==> config.mk <==
export PLATFORM = sky130hd
export DESIGN_NAME = fp_addsub_pipe
export DESIGN_NICKNAME = d
export VERILOG_FILES = /design/src/rtl/fp_pkg.sv /design/src/rtl/fp_lzc.sv /design/src/rtl/fp_addsub_pipe.sv
export SDC_FILE = /design/constraint.sdc
export NUM_CORES = 1
export LEC_CHECK = 0
export CAP_MARGIN = 10
export CELL_PAD_IN_SITES_DETAIL_PLACEMENT = 0
export CELL_PAD_IN_SITES_GLOBAL_PLACEMENT = 1
export CORE_MARGIN = 2
export CORE_UTILIZATION = 49
export CTS_CLUSTER_DIAMETER = 30
export DETAILED_ROUTE_END_ITERATION = 7
export HOLD_SLACK_MARGIN = 0.15
export PLACE_DENSITY_LB_ADDON = 0.12
export REMOVE_ABC_BUFFERS = 1
export SLEW_MARGIN = 20
export SYNTH_ARGS = -nofsm -noshare
export SYNTH_HDL_FRONTEND = slang
export SYNTH_SLANG_ARGS = --single-unit
==> constraint.sdc <==
create_clock -name clk -period 12.8 [get_ports clk]
set_input_delay 2.56 -clock clk [delete_from_list [all_inputs] [get_ports clk]]
set_output_delay 2.56 -clock clk [all_outputs]
set_load 0.1 [all_outputs]
==> src/rtl/fp_pkg.sv <==
// Shared widths, derived constants and types for the pipelined IEEE-754 adder/subtractor.
package fp_pkg;

   localparam int unsigned EXP_W_DEF = 8;
   localparam int unsigned MAN_W_DEF = 23;

   localparam int unsigned BIAS_DEF    = (1 << (EXP_W_DEF - 1)) - 1;
   localparam int unsigned EXP_MAX_DEF = (1 << EXP_W_DEF) - 1;
   localparam logic [EXP_W_DEF+MAN_W_DEF:0] QNAN_DEF =
      {1'b0, {EXP_W_DEF{1'b1}}, 1'b1, {(MAN_W_DEF-1){1'b0}}};

   typedef enum logic [1:0] {ZERO, NORM, INF, NAN} fp_class_e;

   typedef struct packed {
      logic overflow;
      logic underflow;
      logic invalid;
      logic inexact;
   } fp_flags_t;

   function automatic int unsigned bias(input int unsigned ew);
      return (1 << (ew - 1)) - 1;
   endfunction

   function automatic int unsigned exp_max(input int unsigned ew);
      return (1 << ew) - 1;
   endfunction

endpackage

==> src/rtl/fp_lzc.sv <==
// Combinational leading-zero counter; an all-zero input yields WIDTH.
module fp_lzc #(
   parameter int unsigned WIDTH = 25,
   parameter int unsigned CNT_W = $clog2(WIDTH + 1)
) (
   input  logic [WIDTH-1:0] value,
   output logic [CNT_W-1:0] count
);

   // Ascending scan: the highest set bit is written last and wins.
   always_comb begin
      count = CNT_W'(WIDTH);
      for (int unsigned i = 0; i < WIDTH; i++) begin
         if (value[i]) count = CNT_W'(WIDTH - 1 - i);
      end
   end

endmodule

==> src/rtl/fp_addsub_pipe.sv <==
// Four-stage IEEE-754 add/subtract (unpack, align, add/normalise, round/pack)
// with DAZ/FTZ, round-to-nearest-even and a global valid/ready stall.
module fp_addsub_pipe
   import fp_pkg::*;
#(
   parameter int unsigned EXP_W = EXP_W_DEF,
   parameter int unsigned MAN_W = MAN_W_DEF
) (
   input  logic                   clk,
   input  logic                   rst,
   input  logic                   in_valid,
   output logic                   in_ready,
   input  logic [EXP_W+MAN_W:0]   a,
   input  logic [EXP_W+MAN_W:0]   b,
   input  logic                   is_sub,
   output logic                   out_valid,
   input  logic                   out_ready,
   output logic [EXP_W+MAN_W:0]   result,
   output logic                   overflow,
   output logic                   underflow,
   output logic                   invalid,
   output logic                   inexact
);

   localparam int unsigned W     = 1 + EXP_W + MAN_W;
   localparam int unsigned SIG_W = MAN_W + 4;
   localparam int unsigned SUM_W = MAN_W + 5;
   localparam int unsigned XE_W  = EXP_W + 1;
   localparam int unsigned LZ_W  = $clog2(MAN_W + 3);
   localparam logic [XE_W-1:0] EXP_TOP = XE_W'(exp_max(EXP_W));
   localparam logic [W-1:0]    QNAN    = {1'b0, {EXP_W{1'b1}}, 1'b1, {(MAN_W-1){1'b0}}};
   localparam logic [W-2:0]    INF_MAG = {{EXP_W{1'b1}}, {MAN_W{1'b0}}};

   typedef struct packed {
      logic       hit;
      logic [W-1:0] res;
      fp_flags_t  flg;
   } spec_t;

   typedef struct packed {
      spec_t            sp;
      logic             s;
      logic             eff_sub;
      logic [EXP_W-1:0] e;
      logic [MAN_W:0]   mx;
      logic [MAN_W:0]   my;
      logic [EXP_W-1:0] d;
   } s1_t;

   typedef struct packed {
      spec_t            sp;
      logic             s;
      logic             eff_sub;
      logic [EXP_W-1:0] e;
      logic [SIG_W-1:0] xs;
      logic [SIG_W-1:0] ys;
   } s2_t;

   typedef struct packed {
      spec_t            sp;
      logic             s;
      logic             uf;
      logic [XE_W-1:0]  e;
      logic [SIG_W-1:0] sig;
   } s3_t;

   function automatic fp_class_e classify(input logic [EXP_W-1:0] e, input logic [MAN_W-1:0] f);
      if (e == '0) return ZERO;
      if (e == '1) return (f == '0) ? INF : NAN;
      return NORM;
   endfunction

   logic      advance;
   logic      v1, v2, v3;
   s1_t       r1, n1;
   s2_t       r2, n2;
   s3_t       r3, n3;
   logic [W-1:0] n_res;
   fp_flags_t n_flg, flg_q;

   assign advance  = ~out_valid | out_ready;
   assign in_ready = advance;

   // S1: classify, DAZ, order by magnitude, detect specials
   logic             s_a, s_b, a_big;
   logic [EXP_W-1:0] e_a, e_b;
   logic [MAN_W-1:0] f_a, f_b;
   fp_class_e        c_a, c_b;

   always_comb begin
      s_a = a[W-1];
      s_b = b[W-1] ^ is_sub;
      e_a = a[W-2:MAN_W];
      e_b = b[W-2:MAN_W];
      c_a = classify(e_a, a[MAN_W-1:0]);
      c_b = classify(e_b, b[MAN_W-1:0]);
      f_a = (c_a == ZERO) ? '0 : a[MAN_W-1:0];
      f_b = (c_b == ZERO) ? '0 : b[MAN_W-1:0];
      a_big = {e_a, f_a} >= {e_b, f_b};
      n1 = '0;
      n1.eff_sub = s_a ^ s_b;
      if (a_big) begin
         n1.s  = s_a;
         n1.e  = e_a;
         n1.mx = {c_a != ZERO, f_a};
         n1.my = {c_b != ZERO, f_b};
         n1.d  = e_a - e_b;
      end else begin
         n1.s  = s_b;
         n1.e  = e_b;
         n1.mx = {c_b != ZERO, f_b};
         n1.my = {c_a != ZERO, f_a};
         n1.d  = e_b - e_a;
      end
      n1.sp.hit = 1'b1;
      if (c_a == NAN || c_b == NAN) begin
         n1.sp.res         = QNAN;
         n1.sp.flg.invalid = 1'b1;
      end else if (c_a == INF && c_b == INF) begin
         if (s_a == s_b) begin
            n1.sp.res = {s_a, INF_MAG};
         end else begin
            n1.sp.res         = QNAN;
            n1.sp.flg.invalid = 1'b1;
         end
      end else if (c_a == INF) begin
         n1.sp.res = {s_a, INF_MAG};
      end else if (c_b == INF) begin
         n1.sp.res = {s_b, INF_MAG};
      end else begin
         n1.sp.hit = 1'b0;
      end
   end

   // S2: align Y; the LSB collects everything shifted past it as sticky
   logic [EXP_W-1:0] sh;
   logic [SIG_W-1:0] y_full, y_shift;
   logic             lost;

   always_comb begin
      sh      = (32'(r1.d) > MAN_W + 3) ? EXP_W'(MAN_W + 3) : r1.d;
      y_full  = {r1.my, 3'b000};
      y_shift = y_full >> sh;
      lost    = |(y_full & ~({SIG_W{1'b1}} << sh));
      n2         = '0;
      n2.sp      = r1.sp;
      n2.s       = r1.s;
      n2.eff_sub = r1.eff_sub;
      n2.e       = r1.e;
      n2.xs      = {r1.mx, 3'b000};
      n2.ys      = {y_shift[SIG_W-1:1], y_shift[0] | lost};
   end

   // S3: add/subtract and normalise. Only d<=1 can cancel deeply, and then R/S
   // are zero, so counting over hidden..guard is sufficient.
   logic [SUM_W-1:0] sum;
   logic [LZ_W-1:0]  lz;

   assign sum = r2.eff_sub ? ({1'b0, r2.xs} - {1'b0, r2.ys}) : ({1'b0, r2.xs} + {1'b0, r2.ys});

   fp_lzc #(.WIDTH(MAN_W + 2)) u_lzc (
      .value (sum[SIG_W-1:2]),
      .count (lz)
   );

   always_comb begin
      n3     = '0;
      n3.sp  = r2.sp;
      n3.s   = r2.s;
      if (sum[SUM_W-1]) begin
         n3.sig = {sum[SUM_W-1:2], sum[1] | sum[0]};
         n3.e   = {1'b0, r2.e} + 1'b1;
      end else if (sum == '0) begin
         if (r2.eff_sub) n3.s = 1'b0;
      end else if (32'(lz) >= 32'(r2.e)) begin
         n3.uf = 1'b1;
      end else begin
         n3.sig = sum[SIG_W-1:0] << lz;
         n3.e   = {1'b0, r2.e} - XE_W'(lz);
      end
   end

   // S4: round to nearest even and pack
   logic            g, rb, st, inc;
   logic [MAN_W+1:0] rnd;
   logic [XE_W-1:0] e_r;
   logic [MAN_W-1:0] frac;

   always_comb begin
      g     = r3.sig[2];
      rb    = r3.sig[1];
      st    = r3.sig[0];
      inc   = g & (rb | st | r3.sig[3]);
      rnd   = {1'b0, r3.sig[SIG_W-1:3]} + {{(MAN_W+1){1'b0}}, inc};
      e_r   = r3.e + {{(XE_W-1){1'b0}}, rnd[MAN_W+1]};
      frac  = rnd[MAN_W+1] ? rnd[MAN_W:1] : rnd[MAN_W-1:0];
      n_flg = '0;
      if (r3.sp.hit) begin
         n_res = r3.sp.res;
         n_flg = r3.sp.flg;
      end else if (r3.uf) begin
         n_res           = {r3.s, {(W-1){1'b0}}};
         n_flg.underflow = 1'b1;
         n_flg.inexact   = 1'b1;
      end else if (e_r >= EXP_TOP) begin
         n_res          = {r3.s, INF_MAG};
         n_flg.overflow = 1'b1;
         n_flg.inexact  = 1'b1;
      end else begin
         n_res         = {r3.s, e_r[EXP_W-1:0], frac};
         n_flg.inexact = g | rb | st;
      end
   end

   always_ff @(posedge clk or posedge rst) begin
      if (rst) begin
         v1        <= 1'b0;
         v2        <= 1'b0;
         v3        <= 1'b0;
         out_valid <= 1'b0;
         r1        <= '0;
         r2        <= '0;
         r3        <= '0;
         result    <= '0;
         flg_q     <= '0;
      end else if (advance) begin
         v1        <= in_valid;
         v2        <= v1;
         v3        <= v2;
         out_valid <= v3;
         r1        <= n1;
         r2        <= n2;
         r3        <= n3;
         result    <= n_res;
         flg_q     <= n_flg;
      end
   end

   assign overflow  = flg_q.overflow;
   assign underflow = flg_q.underflow;
   assign invalid   = flg_q.invalid;
   assign inexact   = flg_q.inexact;

endmodule
==> results_dict.tcl, run 1 <==
set metrics [dict create \
    die_height_um 193 \
    rows 69 \
    nets 2471 \
    r2r_end "r3[19]" \
    synth_seq_cells 214 \
    fmax_mhz 140 \
    rsz0062_at_grt "no" \
    worstSetupPathType "input pin to output port" \
    worstSkewPairLatency_ns 0.61 \
    io_pins 107 \
    synthFlopType "dfrtp_1" \
    maxCapViolations 0 \
    post_dp_cell_area_um2 18800 \
    status "finished, final reports clean" \
    rr_worst_depth 28 \
    critPathLaunchType "input pin" \
    setup_viol 0 \
    crit_path_max_fanout 26 \
    min-delay-start "n3[72]" \
    fin_area_um2 21000 \
    grt_max_degree 195 \
    wire_per_inst_um 20.2 \
    crit_family "buffers and inverters" \
    crit_path_frequent_cell "clkdlybuf4s50_1" \
    cts_max_level 2 \
    crit_chain "clkdlybuf4s50_1 > nor2b_4 > inv_4 > clkdlybuf4s50_1" \
    cts_setup_buffers 0 \
    r2r_slack_ns 5.71 \
    critPathRequiredTime_ns 10.24 \
    cts_tree "done" \
    ys_seq_area_share_pct 30.6 \
    die_area_um2 37200 \
    fin_skew_ns 0.0322 \
    worstPathArrival_ns 4.59 \
    timing.hold.ws_ns 0.462 \
    via_per_inst 6.14 \
    hpwl_um 41900 \
    initial_utilization_pct 49.5 \
    cts_root_buffer "clkbuf_16" \
    coreArea_um2 35300 \
    hold_path_depth 2 \
    drv_slew 0 \
    cts_buffers 59 \
    cts_hold_buf 0 \
    die_x_um 193 \
    grt_pass1_wl_um 90900 \
    area_growth_pct 19.9 \
    drtPass1Iterations 6 \
    finalHoldViolCount 0 \
    io_buffers 106 \
    synth_edf_count 0 \
    grt_overflow 0 \
    n_antenna_cell 0 \
    r2r-start "r2[30]" \
    drive_above_1_share_pct 8.13 \
    min_to "n3[72]" \
    max_stage_delay_ns 1.20 \
    antenna_found_initial 0 \
    synth_async_sr_flop_share_pct 100 \
    drtAntennaViolNets 0 \
    syn_avg_cell_area_um2 7.78 \
    tightestPinTransition_ns 1.00 \
    clk_pin_slew_ns 0.05 \
    syn_inst 2246 \
    gp_congestion 0.975 \
    track_usage_pct 31.0 \
    ys_warn_count 0 \
    min_period_over_period_pct 55.8 \
    drc 0 \
    drtIter0Drc 1455 \
    setup-tns-final_ns 0 \
    crit_path_top_delay_cell "clkdlybuf4s50_1" \
    path_buf_inv 3 \
    wirelength_um 56900 \
    hold_class "flip-flop to flip-flop" \
    vias 17300 \
    cts_resized 0 \
    netlist_area_um2 17500 \
    grt_pass1_vias 16600 \
    cts.sinks 214 \
    clock_path_buffers 3 \
    min_period_ns 7.15 \
    synth_cell_type_count 98 \
    nFillCells 3291 \
    cp-end-kind "output port" \
    slew_headroom_pct 33.0 \
]
## synthesized netlist by cell type, types with 37 or more instances
master / instances / share of area, %
nand3_1: 62 / 1.8
inv_1: 112 / 2.4
a21oi_1: 149 / 4.3
nor2_1: 177 / 3.8
a21o_1: 37 / 1.6
nand2_1: 370 / 7.9
dfrtp_1: 214 / 31
mux2i_1: 95 / 5.4
ha_1: 98 / 7.0
o21ai_0: 195 / 5.6
nor3_1: 60 / 1.7
clkbuf_1: 96 / 2.1
a31oi_1: 47 / 1.7
## sequential cells by signal (all words and copies together), names as in the netlist
signal / cells
r2: 61
r3: 40
n2: 37
r1: 32
result: 32
n3: 3
g: 1
inexact: 1
invalid: 1
out_valid: 1
overflow: 1
underflow: 1
v1: 1
v2: 1
v3: 1
## placed cells by master, fill, tap and decap left out, types with 9 or more instances in the layout
cell type        instances
xor2_1                  24
a22oi_1                  9
o211ai_1                24
o22ai_1                 18
a21oi_1                148
nor2_1                 177
nand4_1                 25
o21ai_1                 14
a211oi_1                30
dfrtp_1                214
inv_1                  110
xnor2_1                 31
nor4_1                  27
clkbuf_16               59
a31oi_1                 46
and3_1                  18
clkinv_2                11
clkdlybuf4s50_1        106
nand2b_1                15
nand2_1                370
buf_4                   21
a21o_1                  37
ha_1                    98
nor3_1                  60
bufinv_16               12
or3_1                   14
o21ai_0                194
clkinvlp_4              16
and2_1                  13
nand3_1                 62
a221oi_1                14
o21a_1                  30
mux2i_1                 95
nor2b_1                 19
o221ai_1                 9
o31ai_1                  9
## worst max-delay path by stage
stage / startpoint / end / slack, ns / cells after the start
after floorplan: out_ready / in_ready / -7.53 / 2
after global placement: b[24] / n2[48] / 5.53 / 20
after detailed placement: b[24] / n2[48] / 5.46 / 20
after CTS: r2[30] / r3[19] / 5.43 / 28
after global routing: r2[5] / r3[19] / 5.20 / 29
final: out_ready / in_ready / 5.65 / 4
## layout make-up
type	instances	area [µm²]	share of cell area [%]
well taps	461	577	2.75
clock inverters	45	621	2.96
flip-flops and latches	214	5360	25.6
clock buffers	66	1560	7.46
multi-input cells	1780	11200	53.2
inverters	117	449	2.14
repair buffers	128	1240	5.91
## tightest hold or removal path, stage by stage, from the launching register on
cell and delay (ns):
dfrtp_1 0.33, nand2_1 0.05, nand2_1 0.05
## routing by layer
metal / up-vias / routed length (µm) / global-route usage (%)
li1: 8228 / - / -
met4: 0 / 1440 / 10.0
met1: 8270 / 26000 / 43.6
met3: 114 / 4240 / 5.89
met5: - / 0 / 0
met2: 647 / 25200 / 47.7
## stage by stage
stage / util (%) / worst slack, ns / instances
after floorplan: - / -7.53 / 2111
after global placement: 53.1 / 5.53 / 2700
after detailed placement: 53.1 / 5.46 / 2700
after CTS: 59.3 / 5.43 / 2811
after global routing: 59.3 / 5.20 / 2811
final: 59.3 / 5.65 / 2811
## cell families after synthesis
| family | share of synthesized area (%) |
|---|---|
| flip-flops | 30.6 |
| XOR/XNOR | 2.94 |
| AND/OR/NAND/NOR | 22.1 |
| AO/OA/AOI/OAI | 24.8 |
| multiplexers | 6.21 |
| buffers and inverters | 5.78 |
| adder cells (fa/ha/maj) | 7.47 |
Power of run 1 is not shown: default switching activity piles up to over one toggle a cycle in this logic, so the estimate is an artifact.
==> inputs of run 2 (changes only) <==
CORE_UTILIZATION = 46   (was 49)
clock period = 6.9 ns   (was 12.8 ns; I/O delays follow)
==> run 2 against run 1 <==
- routed wire length up 1.8%
- cell count up 2.2%
- critical path depth up 23
- non-clock buffer count up 20
- utilization down 3.5 points
- global-route usage down 1.3 points
- largest cell class unchanged
- via count down 0.37%
- sequential share of layout area about the same
- register-to-register slack worse by 5.2 ns
- first-iteration DRC count up 19%
==> results_dict.tcl, run 2 (synthesized netlist as in run 1, its figures left out) <==
set metrics [dict create \
    grt_overflow 0 \
    min_period_ns 6.36 \
    maxCapViolations 0 \
    worstSetupPathType "flip-flop to flip-flop" \
    die_area_um2 39600 \
    grt_pass1_wl_um 92100 \
    grt_pass1_vias 16600 \
    cts_root_buffer "clkbuf_16" \
    fin_area_um2 21000 \
    layout.cells.most_common "nand2_1" \
    slew_headroom_pct 32.7 \
    post_dp_cell_area_um2 19000 \
    fmax_mhz 157 \
    antenna_found_initial 2 \
    worstPathArrival_ns 6.83 \
    regArea_um2 5360 \
    hpwl_um 43200 \
    cts.sinks 214 \
    post-place-cells 2770 \
    initial_utilization_pct 46.5 \
    critPathLaunchType "flip-flop" \
    area_growth_pct 20.1 \
    wire_per_inst_um 20.1 \
    die_height_um 199 \
    via_per_inst 5.98 \
    final_cell_mix "370 x nand2_1, 214 x dfrtp_1, 194 x o21ai_0, 177 x nor2_1, 148 x a21oi_1" \
    wirelength_um 57900 \
    max_stage_delay_ns 0.53 \
    nets 2487 \
    drive_above_1_share_pct 8.46 \
    hold_class "flip-flop to flip-flop" \
    multi_input_area_um2 11200 \
    drc 0 \
    drtIter0Drc 1725 \
    cts_buffers 55 \
    clk_pin_slew_ns 0.05 \
    status "finished, final reports clean" \
    crit_path_top_delay_cell "a2111oi_4" \
    final_cells 2874 \
    n_antenna_cell 0 \
    largest_reg_flops 61 \
    nFillCells 3633 \
    grt_max_degree 190 \
    regMostFlops "r2" \
    fin_skew_ns 0.0310 \
    tightestPinTransition_ns 1.01 \
    rows 71 \
    drtAntennaViolNets 0 \
    min_period_over_period_pct 92.2 \
    coreArea_um2 37600 \
    finalHoldViolCount 0 \
    io_pins 107 \
    track_usage_pct 29.7 \
    setup_viol 0 \
    worstSkewPairLatency_ns 0.59 \
    cts_max_level 2 \
    cts_tree "done" \
    timing.hold.ws_ns 0.464 \
    io_buffers 106 \
    gp_congestion 0.959 \
    drtPass1Iterations 6 \
    cts_setup_buffers 0 \
    die_x_um 199 \
    critPathRequiredTime_ns 7.37 \
    vias 17200 \
    cp-end-kind "flip-flop" \
    clock_path_buffers 3 \
    crit_path_max_fanout 11 \
    drv_slew 0 \
    rsz0062_at_grt "no" \
]
## run 2: through the flow
stage | setup slack, ns | utilization [%] | TNS (ns)
2_1_floorplan | -11.07 | - | -1759.79
3_3_place_gp | 0.617 | 50.6 | 0
3_5_place_dp | 0.355 | 50.6 | 0
4_1_cts | 0.302 | 55.8 | 0
5_1_grt | 0.0124 | 55.9 | 0
6_report | 0.541 | 55.9 | 0
## run 2: worst max-delay path, delay by kind of cell, from the launching register on
family          cells  cell delay (ns)
compound gates     13             3.39
fa+ha+maj           2             0.70
buf+inv             3             0.27
flops               1             0.40
simple gates        9             1.48
## run 2: layout make-up
type	count	share of cell area (%)
Tap cell	511	3.05
Clock buffer	69	7.29
Clock inverter	35	2.12
Timing Repair Buffer	148	6.74
Inverter	117	2.14
Multi-Input combinational cell	1780	53.2
Sequential cell	214	25.5
## run 2: path summary, 6_finish.rpt
kind                        from  endpoint  slack, ns  cells after the start
setup / recovery           r2[4]    r3[19]       0.54                     27
hold / removal                v3        v3       0.46                      2
setup reg to reg           r2[4]    r3[19]       0.54                     27
hold reg to reg               v3        v3       0.46                      2
max in group asynchronous    rst        v1       4.47                      3
min in group asynchronous    rst    n2[52]       1.38                      2
## run 2: metal layers
| layer | wire length, µm | GRT usage [%] | share of wire (%) |
|---|---|---|---|
| met1 | 27300 | 43.0 | 47 |
| met2 | 25400 | 45.1 | 44 |
| met3 | 3910 | 4.82 | 6.8 |
| met4 | 1290 | 9.45 | 2.2 |
| met5 | 0 | 0 | 0 |
## run 2: timing repair
action | CTS | global route
gates resized for setup | 0 | 2
hold buffers | 0 | 0
setup endpoints to repair | 0 | 14
Power of run 2 is left out for the same reason.
==> inputs of run 3 (changes only) <==
ABC_AREA = 1   (was not set)
CORE_UTILIZATION = 44   (was 46)
==> run 3 against run 2 <==
- non-clock buffer count down 14
- clock-buffer cell count down 3
- via count up 3.6%
- synthesized cell count up 14%
- die area up 3.4%
- critical path depth up 15
- cell count up 11%
- first-iteration DRC count down 5.5%
- global-route usage down 1.4 points
- sequential share of layout area up 0.18 points
- utilization down 2.1 points
- worst setup slack better by 0.57 ns
- critical path type unchanged
- critical endpoint is now r3[17]
- largest cell class unchanged
==> results_dict.tcl, run 3 <==
set metrics [dict create \
    io_pins 107 \
    drtIter0Drc 1630 \
    slew_headroom_pct 29.9 \
    gp_congestion 0.970 \
    wirelength_um 57800 \
    netlist_area_um2 17300 \
    regMostFlops "r2" \
    antenna_found_initial 0 \
    power_switching_share_pct 52.6 \
    tightestPinTransition_ns 1.05 \
    cts_resized 0 \
    cts_setup_buffers 0 \
    worstSkewPairLatency_ns 0.59 \
    grt_overflow 0 \
    n_antenna_cell 0 \
    status "finished, final reports clean" \
    syn_inst 2562 \
    initial_utilization_pct 44.6 \
    cts.sinks 214 \
    critPathRequiredTime_ns 7.37 \
    min_period_over_period_pct 83.8 \
    layout.cells.most_common "nand2_1" \
    largest_reg_flops 61 \
    hold_class "flip-flop to flip-flop" \
    nets 2808 \
    fin_area_um2 20800 \
    synth_cell_type_count 68 \
    p_leak_nw 10.0 \
    wire_per_inst_um 18.0 \
    drive_above_1_share_pct 8.60 \
    p_switching_mw 6.82 \
    cts_hold_buf 0 \
    ys_seq_area_share_pct 31.0 \
    post-synth-top-count-cell "nand2_1" \
    grt_pass1_vias 17300 \
    drtAntennaViolNets 0 \
    synth_common_cells "621 x nand2_1, 281 x inv_1, 238 x o21ai_0, 230 x a21oi_1, 214 x dfrtp_1" \
    cts_max_level 2 \
    clockPowerShare_pct 22.1 \
    clk_pin_slew_ns 0.04 \
    fin_skew_ns 0.0139 \
    ir_drop_mv 0.411 \
    max_stage_delay_ns 0.42 \
    cp-end-kind "flip-flop" \
    cts_tree "done" \
    p_seq_share_pct 17.3 \
    cts_root_buffer "clkbuf_16" \
    cts_buffers 56 \
    critPathLaunchType "flip-flop" \
    r2r_slack_ns 1.12 \
    rsz0062_at_grt "no" \
    vias 17800 \
    rows 72 \
    final_cell_mix "621 x nand2_1, 280 x inv_1, 238 x o21ai_0, 230 x a21oi_1, 214 x dfrtp_1" \
    crit_path_top_delay_cell "ha_1" \
    drc 0 \
    via_per_inst 5.56 \
    synth_edf_count 0 \
    fmax_mhz 173 \
    maxCapViolations 0 \
    min_period_ns 5.78 \
    rr_worst_depth 42 \
    comb_power_share_pct 60.6 \
    post_dp_cell_area_um2 18700 \
    yosys.area.top_type "dfrtp_1" \
    final_cells 3203 \
    crit_path_frequent_cell "nand2_1" \
    p_int_mw 6.14 \
    synth_top_cell_area_share_pct 31.0 \
    io_buffers 106 \
    hold_path_depth 2 \
    area_growth_pct 20.5 \
    grt_max_degree 169 \
    synth_async_sr_flop_share_pct 100 \
    drtPass1Iterations 6 \
    coreArea_um2 38700 \
    worstSetupPathType "flip-flop to flip-flop" \
    worstPathArrival_ns 6.26 \
    crit_path_max_fanout 19 \
    post-place-cells 3097 \
    die_height_um 202 \
    synthTopCellsByArea "dfrtp_1 31%, nand2_1 13%, ha_1 7.1%" \
    pre_cts_ws_ns 0.946 \
    worst_slack_ns 1.12 \
    synth_seq_cells 214 \
    hpwl_um 43700 \
    syn_avg_cell_area_um2 6.75 \
    track_usage_pct 28.3 \
    die_area_um2 40900 \
    grt_pass1_wl_um 93400 \
    setup_viol 0 \
    clock_path_buffers 3 \
    die_x_um 202 \
    total_power_mw 13.0 \
    powerDensity_nw_per_um2 622 \
    synthFlopType "dfrtp_1" \
    drv_slew 0 \
    setup-tns-final_ns 0 \
    ys_warn_count 0 \
    finalHoldViolCount 0 \
]
run 3: layout make-up:
class | count | area [µm²]
clock buffers | 66 | 1520
clock inverters | 40 | 604
repair buffers | 134 | 1280
flip-flops and latches | 214 | 5360
fillers | 3863 | 17900
well taps | 518 | 648
multi-input cells | 1926 | 10300
inverters | 305 | 1160
run 3: logic make-up after synthesis:
| kind of cell | share of synthesized area [%] |
|---|---|
| AOI/OAI and AO/OA | 20.0 |
| xor gates and xnor gates | 2.23 |
| adders and majority gates | 7.55 |
| buffers and inverters | 9.72 |
| DFF | 31.0 |
| muxes | 0.405 |
| and+or+nand+nor | 29.1 |
run 3: worst max-delay path: cells and delay by family (launching register included):
kind | cells | cell delay (ns)
AND/OR/NAND/NOR | 27 | 2.79
flip-flops | 1 | 0.34
AO/OA/AOI/OAI | 6 | 0.87
buffers and inverters | 7 | 0.85
adder cells (fa/ha/maj) | 2 | 0.80
run 3: stage by stage:
step           util (%)  hold WS [ns]
2_1_floorplan         -         0.440
3_3_place_gp       48.3         0.452
3_5_place_dp       48.3         0.461
4_1_cts            53.8         0.476
5_1_grt            53.8         0.496
6_report           53.8         0.469
run 3: power by group through the flow:
stage               Combinational [mW]  Clock, mW  Sequential (mW)
floorplan                         5.00          0             2.81
global placement                  7.73          0             2.23
detailed placement                7.72          0             2.25
CTS                               7.75       2.91             2.24
global route                      8.71       2.99             2.31
finish                            7.85       2.87             2.24
run 3: final timing paths:
kind / from / end
max: r2[8] / r3[17]
min: n3[73] / r3[73]
max reg2reg: r2[8] / r3[17]
min reg2reg: n3[73] / r3[73]
max in group asynchronous: rst / result[21]
min in group asynchronous: rst / r2[21]
run 3: per-layer routing:
metal / global-route usage, % / part of all wire, % / up-vias
met5: 0 / 0 / -
met2: 44.1 / 44 / 643
li1: - / - / 8726
met1: 41.0 / 48 / 8359
met3: 3.97 / 6.3 / 89
met4: 8.21 / 2.2 / 0
(Power assumes the default switching activity.)
==> edit 1 (config.mk and constraints of run 1) <==
The package constant `MAN_W_DEF` goes from 23 to 25.
--- a/src/rtl/fp_pkg.sv
+++ b/src/rtl/fp_pkg.sv
@@ -2,7 +2,7 @@
 package fp_pkg;
 
    localparam int unsigned EXP_W_DEF = 8;
-   localparam int unsigned MAN_W_DEF = 23;
+   localparam int unsigned MAN_W_DEF = 25;
 
    localparam int unsigned BIAS_DEF    = (1 << (EXP_W_DEF - 1)) - 1;
    localparam int unsigned EXP_MAX_DEF = (1 << EXP_W_DEF) - 1;
Ports: changed (resized a, b and result); port bits go from 107 to 113. The function was not compared with the original's and may differ.
==> edit 1 against run 1 <==
Final area up 5.2%; utilization down 0.68 points; clock skew down 18 ps; critical path type is now register to register; area after synthesis rose by 6.6%; via count increased by 6.6%; wire length up 10%; first-iteration DRC count is 8.2% higher; worst setup slack worse by 1100 ps; sequential cell count is 12 higher.
Power is left out: the tool's default activity adds up to more than one toggle a clock period on the data nets, which glitch-free logic cannot reach.
==> edit 1: results (changes against run 1) <==
** Synth
- The compound-gate portion of the synthesized area came to 26.3% (was 24.8%).
- The mux cell area share after synthesis is 5.55% (was 6.21%).
- The post-synthesis share of cell area spent on full adders, half adders and majority gates is 7.52% (was 7.47%).
- Most instantiated cells after synthesis :: nand2_1, dfrtp_1, a21oi_1 (was nand2_1, dfrtp_1, o21ai_0)

** Drt
- The violation count after the first detailed-route iteration is 1,575 (was 1,455).
- The met3 routed wirelength is 4.88 mm (was 4.24 mm).
- The average vias per placed instance is 6.12 (was 6.14).
- The highest metal layer with signal wires was met5 (was met4).
- The average wire per cell in the routed design was 20.8 µm (was 20.2 µm).
- The met1 routed wirelength after detailed routing was 28.9 mm (was 26.0 mm).
- The detailed-routed wire length on met2 is 27.2 mm (was 25.2 mm).

** Clocking
- The total CTS buffers came to 56 (was 59).

** Final layout
- The number of flip-flops in the largest register is 65 (was 61).

** Min path
- The hold path startpoint is n3[77] (was n3[72]).
- The worst min-delay path endpoint was r3[77] (was n3[72]).

** Outcome
- Status: completed (unchanged).

** Global routing
- GR Layer Usage met1 :: 46.2% (was 43.6%)
- GRT met2 Usage :: 47.7% (about the same)
- Maximum number of pins on one net before global-route repair :: 98 (was 195)
- The first-pass GRT wire length came to 98.7 mm (was 90.9 mm).

** Setup path
- The cell with the largest stage delay on the worst path was xnor2_1 (was clkdlybuf4s50_1).
- Worst setup endpoint :: r3[22] (was in_ready)
- The maximum fanout encountered on the critical timing path is 38 (was 26).
- The data arrival time of the critical path came to 8690 ps (was 4590 ps).
- The depth of the most critical reg-to-reg path is 29 (was 28).
- The minimum setup slack among reg-to-reg paths came to 4580 ps (was 5710 ps).

** Place
- # port buffers :: 112 (was 106)
- Detailed-placement wirelength estimate :: 46.1 mm (was 41.9 mm)
- Post-detailed-placement cell area :: 20,000 µm² (was 18,800 µm²)
[edit 1: cell types whose count changed in the layout (fill, tap and decap cells not counted), sizes merged, moves of 12 or more]
cell	change
a21oi	+65
a31oi	-22
and2	+24
dfrtp	+12
nand3	-12
o211ai	+13
[edit 1: final cells by class]
class | count | area (µm²)
fill | 3482 | 15500
multi-input combinational | 1920 | 12000
sequential | 226 | 5660
clock buffer | 71 | 1540
timing repair buffer | 145 | 1370
tap | 511 | 639
clock inverter | 33 | 467
inverter | 101 | 392
[edit 1: critical path, delay by kind of cell, from the launching register on]
kind | cells | cell delay, ps
flip-flops | 1 | 360
buffers and inverters | 5 | 870
XOR/XNOR | 1 | 770
AO/OA/AOI/OAI | 14 | 3870
AND/OR/NAND/NOR | 7 | 1440
adder cells (fa/ha/maj) | 2 | 740
[edit 1: stage by stage]
stage | hold slack, ps | std cells
CTS | 467 | 3007
global placement | 453 | 2903
floorplan | 430 | 2247
global route | 485 | 3007
detailed placement | 454 | 2903
finish | 464 | 3007
==> edit 2 (config.mk and constraints of run 1) <==
Without the edit above. Register the output `overflow`, cleared by the reset; this adds one clock of latency there. The other outputs are not delayed to match.
--- a/src/rtl/fp_addsub_pipe.sv
+++ b/src/rtl/fp_addsub_pipe.sv
@@ -64,6 +64,8 @@
       logic [SIG_W-1:0] sig;
    } s3_t;
 
+   logic overflow_d;
+
    function automatic fp_class_e classify(input logic [EXP_W-1:0] e, input logic [MAN_W-1:0] f);
       if (e == '0) return ZERO;
       if (e == '1) return (f == '0) ? INF : NAN;
@@ -236,9 +238,17 @@
       end
    end
 
-   assign overflow  = flg_q.overflow;
+   assign overflow_d = flg_q.overflow;
    assign underflow = flg_q.underflow;
    assign invalid   = flg_q.invalid;
    assign inexact   = flg_q.inexact;
 
+   always_ff @(posedge clk or posedge rst) begin
+      if (rst) begin
+         overflow <= '0;
+      end else begin
+         overflow <= overflow_d;
+      end
+   end
+
 endmodule
Behaviour: not the same (Yosys sat finds a counterexample within 10 cycles, from zero or initial values and one cycle with rst high).
==> edit 2 against run 1 <==
Area after synthesis rose by 0.14%; final cell count down 0.25%; critical path depth up 24; count of clock-buffer cells in the layout increased by 6; wire length down 0.21%; sequential cell count increased by 1; critical path type is now register to register; worst setup slack got worse by 390 ps; utilization down 0.88 points; final area fell by 1.2%.
Power is not shown: default switching activity piles up to over one toggle a cycle in this logic, so the estimate is an artifact.
==> edit 2: results (changes against run 1) <==
** Setup path
- The worst setup path startpoint was r2[5] (was out_ready).
- The longest individual stage delay on the worst path is 900 ps (was 1200 ps).
- Crit path max-delay family :: compound AO/OA/AOI/OAI gates (was buffers and inverters)
- The capture point of the worst path was r3[19] (was in_ready).
- The data arrival time of the critical path is 8000 ps (was 4590 ps).
- The cell with the largest stage delay on the worst path is a21oi_1 (was clkdlybuf4s50_1).
- The maximum fanout encountered on the critical timing path was 30 (was 26).
- The minimum setup slack among reg-to-reg paths was 5270 ps (was 5710 ps).

** Place
- Detailed-placement wirelength estimate :: 42.0 mm (was 41.9 mm)
- The routability-driven placement congestion ratio is 0.981 (was 0.975).
- The setup slack after placement came to 5440 ps (was 5460 ps).

** Final layout
- The share of cell area taken by multi-input logic gates is 53.9% (was 53.2%).
- The number of sequential cells was 215 (was 214).
- Final Net Count :: 2,469 (was 2,471)
- The proportion of cell area spent on the clock network was 9.16% (was 10.4%).
- Final non-clock buffer share :: 6.02% (was 5.91%)
- The area occupied by registers came to 5380 µm² (was 5360 µm²).
- Inverters :: 117 (unchanged)
- The layout clock buffer count came to 72 (was 66).
- Fraction of final layout cells sized beyond drive strength 1 :: 7.47% (was 8.13%)
- Fill cell count :: 3,285 (was 3,291)
- The count of buffers not belonging to the clock network in the layout was 129 (was 128).

** Global routing
- Maximum number of pins on one net before global-route repair :: 183 (was 195)
- The combined global-route utilization of all metal layers was 30.6% (was 31.0%).
- The first-pass GRT wire length was 89.9 mm (was 90.9 mm).
- The via count of the first global-routing pass came to 16,206 (was 16,618).
- Number of antenna violations at the first check in global routing :: 0 (unchanged)

** Timing
- The slew at the pin closest to its max-slew limit came to 1140 ps (was 1000 ps).
- Worst Clk Skew :: 33.2 ps (was 32.2 ps)
- The minimum clock period was 7530 ps (was 7150 ps).

** Synth
- The share of the synthesized netlist area taken by xor and xnor gates was 2.94% (about the same).
- The compound-gate portion of the synthesized area was 24.8% (about the same).
- Adder-cell share of the synthesized area :: 7.46% (was 7.47%)
- Top cells by area, synth :: dfrtp_1, nand2_1, ha_1 (unchanged)
- Share of synthesized area occupied by flip-flops and latches :: 30.7% (was 30.6%)
- Most instantiated cells after synthesis :: nand2_1, dfrtp_1, o21ai_0 (unchanged)
- Number of distinct library cells after synthesis :: 98 (unchanged)
- The mux cell area share after synthesis is 6.20% (was 6.21%).
- The Yosys warning count was 0 (unchanged).

** Clocking
- The post-CTS clock slew at the launch and capture registers of the worst setup and hold paths is 50 ps (about the same).
- The total CTS buffers is 55 (was 59).

** Drt
- The violation count after the first detailed-route iteration came to 1,700 (was 1,455).
- The number of vias in the routed layout was 17,068 (was 17,259).
- The detailed-routing iteration count for the pre-antenna-repair pass is 5 (was 6).
- Wire length per cell after detailed routing :: 20.2 µm (about the same)

** Min path
- The classification of the worst-slack hold path was register to register (unchanged).

** Outcome
- Status :: completed (unchanged)
==> edit 2: cell count changes in the layout (fill, tap and decap cells not counted), sizes merged <==
cell	delta
clkbuf	+6
bufinv	-7
inv	-2
dfrtp	+1
clkinv	+3
clkinvlp	-9
buf	+1
==> edit 2: how the worst min path moves through the flow <==
stage,from,end,depth (start not counted),slack [ps]
2_1_floorplan,overflow_d,overflow,0,350
3_3_place_gp,overflow_d,overflow,0,370
3_5_place_dp,overflow_d,overflow,0,370
4_1_cts,overflow_d,overflow,0,380
5_1_grt,overflow_d,overflow,0,400
6_report,overflow_d,overflow,0,380
==> edit 2: metrics by stage <==
stage / area (µm²) / instances
floorplan: 16900 / 2112
global placement: 18800 / 2702
detailed placement: 18800 / 2702
CTS: 20700 / 2804
global route: 20700 / 2804
finish: 20700 / 2804
==> edit 2: layer usage <==
metal	wire, µm	track usage, %	vias to the layer above
met3	3610	5.45	104
met2	25000	46.8	551
met5	0	0	-
met1	26700	44.0	8201
li1	-	-	8212
met4	1450	10.1	0
